**src/rtl/booth_seq_ctrl.sv**
```systemverilog
// Sequential radix-4 Booth multiplier controller: 32x32 signed -> 64-bit HI/LO, one digit per cycle.
// Latency 1+N cycles (N = 16, or fewer with EARLY_EXIT); cancel aborts RUN without touching HI/LO.
module booth_seq_ctrl #(
   parameter int EARLY_EXIT = 1
) (
   input  logic        clk,
   input  logic        clr,
   input  logic        start,
   input  logic        cancel,
   input  logic [31:0] a,
   input  logic [31:0] b,
   output logic        busy,
   output logic        done,
   output logic        hilo_we,
   output logic [31:0] hi,
   output logic [31:0] lo
);

   typedef enum logic [1:0] {
      S_IDLE = 2'd0,
      S_RUN  = 2'd1,
      S_DONE = 2'd2
   } state_t;

   state_t      r_state;
   logic [31:0] r_mcand;
   logic [32:0] r_mreg;
   logic [63:0] r_acc;
   logic [3:0]  r_cnt;

   logic [63:0] w_mc_ext;
   logic [63:0] w_pp;
   logic [63:0] w_acc_nxt;
   logic [32:0] w_mreg_nxt;
   logic        w_last;

   always_comb begin
      w_mc_ext = {{32{r_mcand[31]}}, r_mcand};
      case (r_mreg[2:0])
         3'b001, 3'b010: w_pp = w_mc_ext;
         3'b011:         w_pp = w_mc_ext << 1;
         3'b100:         w_pp = -(w_mc_ext << 1);
         3'b101, 3'b110: w_pp = -w_mc_ext;
         default:        w_pp = 64'd0;
      endcase
      w_acc_nxt  = r_acc + (w_pp << {r_cnt, 1'b0});
      w_mreg_nxt = {{2{r_mreg[32]}}, r_mreg[32:2]};
      // A uniform remaining multiplier only yields 000/111 triplets, i.e. zero partial products.
      w_last = (r_cnt == 4'd15) ||
               ((EARLY_EXIT != 0) && ((w_mreg_nxt == '0) || (w_mreg_nxt == '1)));
   end

   always_ff @(posedge clk or posedge clr) begin
      if (clr) begin
         r_state <= S_IDLE;
         r_mcand <= '0;
         r_mreg  <= '0;
         r_acc   <= '0;
         r_cnt   <= '0;
         busy    <= 1'b0;
         done    <= 1'b0;
         hilo_we <= 1'b0;
         hi      <= '0;
         lo      <= '0;
      end else begin
         case (r_state)
            S_IDLE: begin
               if (start && !cancel) begin
                  r_mcand <= a;
                  r_mreg  <= {b, 1'b0};
                  r_acc   <= '0;
                  r_cnt   <= '0;
                  busy    <= 1'b1;
                  r_state <= S_RUN;
               end
            end
            S_RUN: begin
               if (cancel) begin
                  busy    <= 1'b0;
                  r_state <= S_IDLE;
               end else begin
                  r_acc  <= w_acc_nxt;
                  r_mreg <= w_mreg_nxt;
                  r_cnt  <= r_cnt + 4'd1;
                  if (w_last) begin
                     busy     <= 1'b0;
                     done     <= 1'b1;
                     hilo_we  <= 1'b1;
                     {hi, lo} <= w_acc_nxt;
                     r_state  <= S_DONE;
                  end
               end
            end
            S_DONE: begin
               done    <= 1'b0;
               hilo_we <= 1'b0;
               r_state <= S_IDLE;
            end
            default: begin
               busy    <= 1'b0;
               done    <= 1'b0;
               hilo_we <= 1'b0;
               r_state <= S_IDLE;
            end
         endcase
      end
   end

endmodule

```
**config.mk**
```make
export PLATFORM = sky130hd
export DESIGN_NAME = booth_seq_ctrl
export DESIGN_NICKNAME = d
export VERILOG_FILES = /design/src/rtl/booth_seq_ctrl.sv
export SDC_FILE = /design/constraint.sdc
export NUM_CORES = 1
export LEC_CHECK = 0
export CAP_MARGIN = 20
export CELL_PAD_IN_SITES_DETAIL_PLACEMENT = 0
export CELL_PAD_IN_SITES_GLOBAL_PLACEMENT = 2
export CORE_MARGIN = 5
export CORE_UTILIZATION = 38
export CTS_CLUSTER_SIZE = 25
export DETAILED_ROUTE_END_ITERATION = 7
export GPL_TIMING_DRIVEN = 0
export HOLD_SLACK_MARGIN = 0.08
export PLACE_DENSITY = 0.88
export SLEW_MARGIN = 0
export SYNTH_ARGS = -nofsm -noshare
export SYNTH_HDL_FRONTEND = slang
export SYNTH_SLANG_ARGS = --single-unit
```
**constraint.sdc**
```tcl
create_clock -name clk -period 20.1 [get_ports clk]
set_input_delay 4.02 -clock clk [delete_from_list [all_inputs] [get_ports clk]]
set_output_delay 4.02 -clock clk [all_outputs]
set_load 0.02 [all_outputs]
```
Yosys cells after proc, flatten, opt, wreduce, memory -nomap -nowiden
Index checks and enable logic that the tools add are counted.
- reductions and logical operators: 16
- bitwise gates (word level): 4
- shifts and indexed selects: 1
- equality and inequality tests: 14
- $add $sub $neg: 4
- muxes and demuxes: 21
- operator list (operator ; count):
    case mux 64 bit (4 select lines) ; 1
    2-to-1 mux 64 bit ; 2
    negation 64 bit ; 2
    case mux 64 bit (2 select lines) ; 1
    case mux 33 bit (2 select lines) ; 1
    adder 64 bit ; 1
    left shift 64 x 5 -> 64 bit ; 1
    == test 33 bit (second input constant) ; 1
    zero test 33 bit ; 1
    2-to-1 mux 33 bit ; 1
    2-to-1 mux 32 bit ; 1
    AND reduction 3 bit ; 5
    == test 3 bit (second input constant) ; 3
    2-to-1 mux 4 bit ; 2
    case mux 4 bit (2 select lines) ; 1
    == test 3 x 2 -> 1 bit (second input constant) ; 2
    2-to-1 mux 2 bit ; 3
    != test 2 bit (second input constant) ; 3
    2-to-1 mux 1 bit ; 5
    adder 4 x 1 -> 4 bit (second input constant) ; 1
    == test 4 bit (second input constant) ; 1
    NOT 1 bit ; 4
    case mux 2 bit (2 select lines) ; 1
    AND reduction 2 bit ; 2
    12 further kinds ; 14
- output and inout bits: 67
- bits in registers: 201
- word-level logic and storage cells: 70

Longest topological paths before layout
Gate-level depths: netlist (run 1).
- word-level depth: 7
- gate-level depth with buffers: 27
- gate-level depth less buffers: 25

Worst setup path before layout (run 1)
No wires, ideal clock.
- kind: input to register
- start: input cancel
- end: register r_mcand[10]
- slack: 14.534 ns
- stages on the path: 4
- arrival: 5.441 ns
- path buffers: 2
- required time: 19.975 ns
- path through: nor4b_1 clkbuf_1 clkbuf_1 mux2_2
- longest elaborated chain between the ends: 3
- ends and longest elaborated chain (element ; RTL line ; text):
    from (decl) ; 9 ; input logic cancel,
    zero test 1 bit ; 68 ; if (start && !cancel) begin
    logical AND 1 bit ; 68 ;
    AND reduction 2 bit (no line) ; - ;
    to (signal assigned) ; 56 ; r_mcand <= '0;
    to (signal assigned) ; 69 ; r_mcand <= a;
    to (decl) ; 26 ; logic [31:0] r_mcand;
No other way between the ends.
A chain may end at the register's enable or synchronous reset.

Final worst setup path (run 1)
- start: register r_mcand[5]
- end: register hi[31]
- longest elaborated chain between the ends: 4
- ends and longest elaborated chain (element ; RTL line ; text):
    negation 64 bit (on tied branches) ; 43, 42 ;
    case mux 64 bit (4 select lines) * ; 39 ; case (r_mreg[2:0])
    left shift 64 x 5 -> 64 bit * ; 46 ; w_acc_nxt = r_acc + (w_pp << {r_cnt, 1'b0});
    adder 64 bit * ; 46 ;
    to (signal assigned) ; 89 ; {hi, lo} <= w_acc_nxt;
    to (decl) ; 15 ; output logic [31:0] hi,
Mark *: on every way between the ends. The rest lies on a longest branch, timed or not.

==> results of run 1 <==
-- worst max-delay path by stage --
stage                           start        end  slack, ns  cells after the start
after detailed placement    r_mreg[2]  r_acc[63]      12.51                     23
after global routing       r_mcand[0]  r_acc[63]      11.85                     25
after global placement            clr     lo[30]       7.65                      2
after CTS                 r_mcand[12]     hi[31]      12.47                     26
after floorplan                   clr       busy      10.60                      1
final                      r_mcand[5]     hi[31]      12.31                     25
-- worst max-delay path: stages (launching register included) --
cell and delay [ns]:
dfrtp_1 0.36, clkbuf_1 0.23, or4_1 0.67, nor3_2 0.38
buf_2 0.30, nand4_1 0.25, ha_1 0.40, a21oi_1 0.16
a221o_1 0.40, o21ai_1 0.12, o221ai_1 0.50, nor2_1 0.12
a211oi_1 0.74, ha_1 0.22, clkbuf_1 0.30, nand2_1 0.13
nor2_1 0.18, nand3_1 0.14, o31ai_1 0.33, a21oi_1 0.16
a21oi_1 0.47, o211ai_1 0.29, a21oi_1 0.25, mux2i_1 0.10
a221oi_1 0.31, o21ai_0 0.13
-- metrics by stage --
stage | worst slack [ns] | hold slack (ns) | instance area, sq um | util, % | std cells
after global routing | 11.85 | 0.496 | 17900 | 45.4 | 2574
after global placement | 7.65 | 0.460 | 17100 | 43.2 | 2528
after detailed placement | 12.51 | 0.461 | 17100 | 43.3 | 2529
after floorplan | 10.60 | 0.427 | 15100 | - | 1869
after CTS | 12.47 | 0.477 | 17900 | 45.4 | 2574
final | 12.31 | 0.469 | 17900 | 45.4 | 2574
-- layer usage --
| layer | track usage (%) | share of wire (%) | up-vias | wire length (um) |
|---|---|---|---|---|
| met5 | 0 | 0 | - | 0 |
| met4 | 5.76 | 2.4 | 0 | 1290 |
| met3 | 3.15 | 6.0 | 82 | 3270 |
| li1 | - | - | 7078 | - |
| met2 | 37.9 | 44 | 497 | 24100 |
| met1 | 35.1 | 47 | 7246 | 25700 |
-- area by class of cell --
class	count	area [sq um]	share of cell area, %
clock buffers	32	682	3.80
inverters	39	154	0.858
repair buffers	135	1370	7.63
clock inverters	13	129	0.718
plain buffers	137	559	3.12
multi-input cells	1492	9370	52.2
flip-flops and latches	201	5030	28.0
well taps	525	657	3.66
-- where the power goes --
| part | leakage (uW) | switching, uW | total (uW) | internal, uW |
|---|---|---|---|---|
| Clock | 0.000403 | 185 | 451 | 266 |
| Sequential | 0.00264 | 71.4 | 566 | 494 |
| Combinational | 0.00485 | 1130 | 1710 | 585 |
-- state kept, by name, summed over array words and instances (netlist names) --
signal	flops
r_acc	64
r_mreg	33
hi	32
lo	32
r_mcand	32
r_cnt	4
r_state	2
busy	1
hilo_we	1
-- cell usage after synthesis (7+ instances only) --
master	n
buf_1	13
mux2_2	48
nor2_1	125
o221ai_1	9
o211ai_1	8
o21ai_0	136
inv_1	35
mux2i_1	51
nand2b_1	7
o22ai_1	15
a21o_1	30
nor3_1	35
a22oi_1	31
nand2_1	363
o31ai_1	9
o21a_1	11
and2_1	9
nor2b_1	10
a21oi_1	138
nand4_1	33
o21bai_1	13
a22o_1	57
nand3_1	36
ha_1	66
a31oi_1	17
a211oi_1	14
clkbuf_1	110
a221oi_1	7
a21boi_0	7
dfrtp_1	201
or3_1	12
buf_2	9
nor4_1	16
xnor2_1	55
xor2_1	37
-- logic make-up after synthesis --
logic type | share of synthesized area (%)
compound gates | 24.1
flops | 33.3
mux | 7.06
fa+ha+maj | 5.60
simple gates | 19.9
buf+inv | 4.67
xor+xnor | 5.34
==> qor.csv, run 1 <==
metric;value;unit
status;finished clean;
largest net degree at the start of global routing;109;
Post-synth EDFFs;0;
Syn Inst Count;1869;
first-pass GRT wire length;85300;um
post-CTS sizing;0;
WHS Endpoint;lo[27];
highest clock rate;0.128;GHz
Placer Congestion;0.960;
Rel. slew slack;21.9;%
Final Skew;0.0263;ns
H-tree depth;1;
max_cap viols;0;
Iter 0 DRT Violations;1424;
Max Slew Vio Count;0;
Setup violations, final;0;
initial antenna violation count;0;
critical path required time;20.47;ns
site row count;73;
root buffer cell;clkbuf_16;
commonest non-fill, non-tap cell in the layout;nand2_1;
ranking of synthesized cells by area;dfrtp_1 (33%), nand2_1 (9.0%), ha_1 (5.5%);
Nets;2166;
Synth Flop Type;dfrtp_1;
WP data arrival;8.16;ns
ratio of cells with drive above 1 in the final layout;6.00;%
worst hold path type;flip-flop to flip-flop;
filler cell count;3953;
Power Total;2730;uW
Final Cycle Share;38.8;%
total CTS buffers;25;
asr flop ratio synth;100;%
hold wc startpoint;lo[27];
Setup crit end kind;flip-flop;
clock-pin slew on the worst setup and hold paths;0.06;ns
number of global-route vias before repair;14600;
diode count;0;
post-DP HPWL;42300;um
mean post-synth cell area;8.08;sq um
Area Growth Syn to Fin;18.8;%
DR pass1 iterations;6;
initial core utilization;38.2;%
area of the core;39500;sq um
Worst-Skew Late Latency;0.55;ns
Worst Hold Path Cells;2;
DR WL/cell;21.1;um
most frequent cells in the layout;nand2_1 (363), dfrtp_1 (201), a21oi_1 (138);
r2r setup slk;12.31;ns
clock buffer depth;3;
final hold vios;0;
Yosys cell types;80;
post-DR vias/cell;5.79;
DIE AREA;43800;sq um
VDD IR max;76.3;uV
Yosys top cell area share;33.3;%
Crit Reg-Reg Startpoint;r_mcand[5];
DRT Wirelength;54400;um
clk sinks;201;
setup_tns;0;ns
GRT overflow;0;
mapped cell area;15100;sq um
Power Density;152;nW/um^2
port bufs;134;
I/O Pins;135;
number of synthesized register bits;201;
Setup Buffers After CTS;0;
via count;14900;
sequential area share after synthesis;33.3;%
reg2reg path depth;25;
CP max FO;10;
GRT Total Usage;24.0;%
RSZ-0062 raised after global routing;false;
yosys warns;0;
Pleak;0.00789;uW
Die Height;209;um
Least-Margin Pin Slew;1.14;ns
post-layout min period;7.79;ns
R2R Path End;hi[31];
largest area contributor in the netlist;dfrtp_1;
TritonCTS clock tree;done;
# hold bufs at CTS;0;
Setup crit start kind;flip-flop;
Crit Path Category;flip-flop to flip-flop;
antenna-violating nets left;0;
Die X;209;um
Syn Nets;2004;
DR DRC count;0;
No activity file was read; power rests on OpenSTA's default activity.
==> run 2: changes to the inputs <==
--- a/config.mk
+++ b/config.mk
@@ -9,12 +9,12 @@
 export CELL_PAD_IN_SITES_DETAIL_PLACEMENT = 0
 export CELL_PAD_IN_SITES_GLOBAL_PLACEMENT = 2
 export CORE_MARGIN = 5
-export CORE_UTILIZATION = 38
+export CORE_UTILIZATION = 32
 export CTS_CLUSTER_SIZE = 25
 export DETAILED_ROUTE_END_ITERATION = 7
 export GPL_TIMING_DRIVEN = 0
 export HOLD_SLACK_MARGIN = 0.08
-export PLACE_DENSITY = 0.88
+export PLACE_DENSITY = 0.8
 export SLEW_MARGIN = 0
 export SYNTH_ARGS = -nofsm -noshare
 export SYNTH_HDL_FRONTEND = slang
==> constraint.sdc (replaced) <==
create_clock -name clk -period 6.3 [get_ports clk]
set_input_delay 1.26 -clock clk [delete_from_list [all_inputs] [get_ports clk]]
set_output_delay 1.26 -clock clk [all_outputs]
set_load 0.02 [all_outputs]
==> qor.csv, run 2 (same netlist as run 1, synthesis figures left out) <==
metric;value;unit;change
status;finished clean;;
TritonCTS clock tree;done;;
critical path required time;6.75;ns;-13.72 ns
GRT Total Usage;21.3;%;-2.7 points
I/O Pins;135;;unchanged
total CTS buffers;25;;unchanged
Area Growth Syn to Fin;26.7;%;
max reg flops;64;;unchanged
clk sinks;201;;unchanged
Crit. Startpoint;r_mcand[0];;
final hold vios;0;;unchanged
area of the core;46700;sq um;+18%
DR pass1 iterations;6;;unchanged
Power Density;496;nW/um^2;+230%
ratio of cells with drive above 1 in the final layout;15.2;%;+9.1 points
number of global-route vias before repair;14500;;-0.28%
clock-pin slew on the worst setup and hold paths;0.06;ns;about the same
site row count;79;;+8.2%
initial antenna violation count;0;;unchanged
most flop-heavy register;r_acc;;
Largest regs;r_acc (64), r_mreg (33);;
worst hold path type;flip-flop to flip-flop;;
GRT overflow;0;;unchanged
filler cell count;4835;;+22%
Placer Congestion;0.926;;-3.6%
fin area;19100;sq um;+6.6%
port bufs;134;;unchanged
Final Cycle Share;97.7;%;+59 points
hold wc startpoint;lo[24];;
post-DR vias/cell;5.56;;-4.0%
Setup violations, final;0;;unchanged
most frequent cells in the layout;nand2_1 (360), dfrtp_1 (199), clkdlybuf4s50_1 (134);;
first-pass GRT wire length;86700;um;+1.6%
via count;14900;;-0.30%
clock buffer depth;3;;unchanged
DR DRC count;0;;unchanged
Setup crit start kind;flip-flop;;
Iter 0 DRT Violations;1364;;-4.2%
Pleak;0.00822;uW;+4.1%
Least-Margin Pin Slew;1.06;ns;-0.0765 ns
post-DP HPWL;43900;um;+3.8%
initial core utilization;32.4;%;-5.8 points
Worst-Skew Late Latency;0.56;ns;about the same
CP max FO;8;;-2
antenna-violating nets left;0;;unchanged
Crit Reg-Reg Startpoint;r_mcand[0];;
largest net degree at the start of global routing;42;;-61%
DR WL/cell;21.4;um;+1.2%
Power Total;9490;uW;+250%
WP data arrival;6.61;ns;-1.55 ns
Nets;2185;;+0.88%
highest clock rate;0.162;GHz;+27%
max_cap viols;0;;unchanged
hold_ws;0.475;ns;+0.00644 ns
H-tree depth;1;;unchanged
VDD IR max;196;uV;+160%
Rel. slew slack;28.8;%;+6.8 points
post-layout min period;6.16;ns;-1.64 ns
Final Skew;0.0240;ns;-0.00231 ns
root buffer cell;clkbuf_16;;
Max Slew Vio Count;0;;unchanged
post-layout util;41.0;%;-4.4 points
Setup crit end kind;flip-flop;;
Die X;227;um;+8.5%
DIE AREA;51600;sq um;+18%
commonest non-fill, non-tap cell in the layout;nand2_1;;
Crit Path Category;flip-flop to flip-flop;;
DRT Wirelength;57100;um;+5.1%
Die Height;227;um;+8.5%
Post-DP Area;17300;sq um;+1.0%
setup_tns;0;ns;unchanged
==> run 2: worst max-delay path: stages (launching register included) <==
cell and delay [ns]:
dfrtp_2 0.46, inv_2 0.14, ha_4 0.18, or4b_1 0.44, buf_2 0.21, nor4_4 0.34, buf_4 0.20, a31oi_1 0.10
xnor2_1 0.16, o22ai_1 0.34, mux2i_1 0.19, o21ai_2 0.25, mux2i_2 0.17, mux2i_2 0.28, ha_1 0.38, a21o_1 0.21
a21o_1 0.18, a21oi_2 0.24, o2111ai_2 0.18, a41oi_2 0.23, o31a_1 0.32, o31ai_4 0.11, nor2b_1 0.15, a31oi_1 0.21
xnor2_1 0.11, mux2_2 0.27
==> run 2: cell type report <==
type	instances	area [sq um]	share of cell area [%]
clock buffer	37	731	3.82
multi-input combinational	1492	10200	53.3
antenna	1	2.50	0.0131
tap	607	759	3.97
buffer	118	503	2.63
timing repair buffer	173	1700	8.88
inverter	39	150	0.785
clock inverter	6	58.8	0.307
sequential	201	5030	26.3
==> run 2: where the power goes <==
part,internal [uW],switching (uW),leakage (uW)
clock network,806,602,0.000385
logic,2320,3940,0.00519
registers,1580,248,0.00264
==> run 2: routing by layer <==
| metal | track usage [%] | wire (um) | vias up |
|---|---|---|---|
| li1 | - | - | 7118 |
| met1 | 30.8 | 27000 | 7253 |
| met2 | 34.0 | 25700 | 410 |
| met3 | 3.06 | 3230 | 78 |
| met4 | 4.48 | 1250 | 0 |
| met5 | 0 | 0 | - |
==> run 2: metrics by stage <==
step / worst slack (ns) / instances
3_3_place_gp: -1.55 / 2610
6_report: 0.143 / 2674
5_1_grt: -0.0323 / 2673
2_1_floorplan: 0.763 / 1869
3_5_place_dp: -1.36 / 2615
4_1_cts: -0.0264 / 2663
==> run 2: path summary, 6_finish.rpt <==
| path | endpoint | slack [ns] | depth (start not counted) |
|---|---|---|---|
| worst max-delay path | hi[25] | 0.14 | 25 |
| worst min register to register | lo[24] | 0.47 | 2 |
| worst max register to register | hi[25] | 0.14 | 25 |
| min in group asynchronous | r_mreg[15] | 1.13 | 2 |
| worst min-delay path | lo[24] | 0.47 | 2 |
| max in group asynchronous | r_acc[20] | 4.08 | 5 |
==> run 2: repair_timing <==
action,4_1_cts,5_1_grt
resized for setup,103,115
hold endpoints to repair,0,0
cloned,0,0
pin swaps,18,28
setup endpoints to repair,69,56
buffers inserted,13,21
hold buffers,0,0
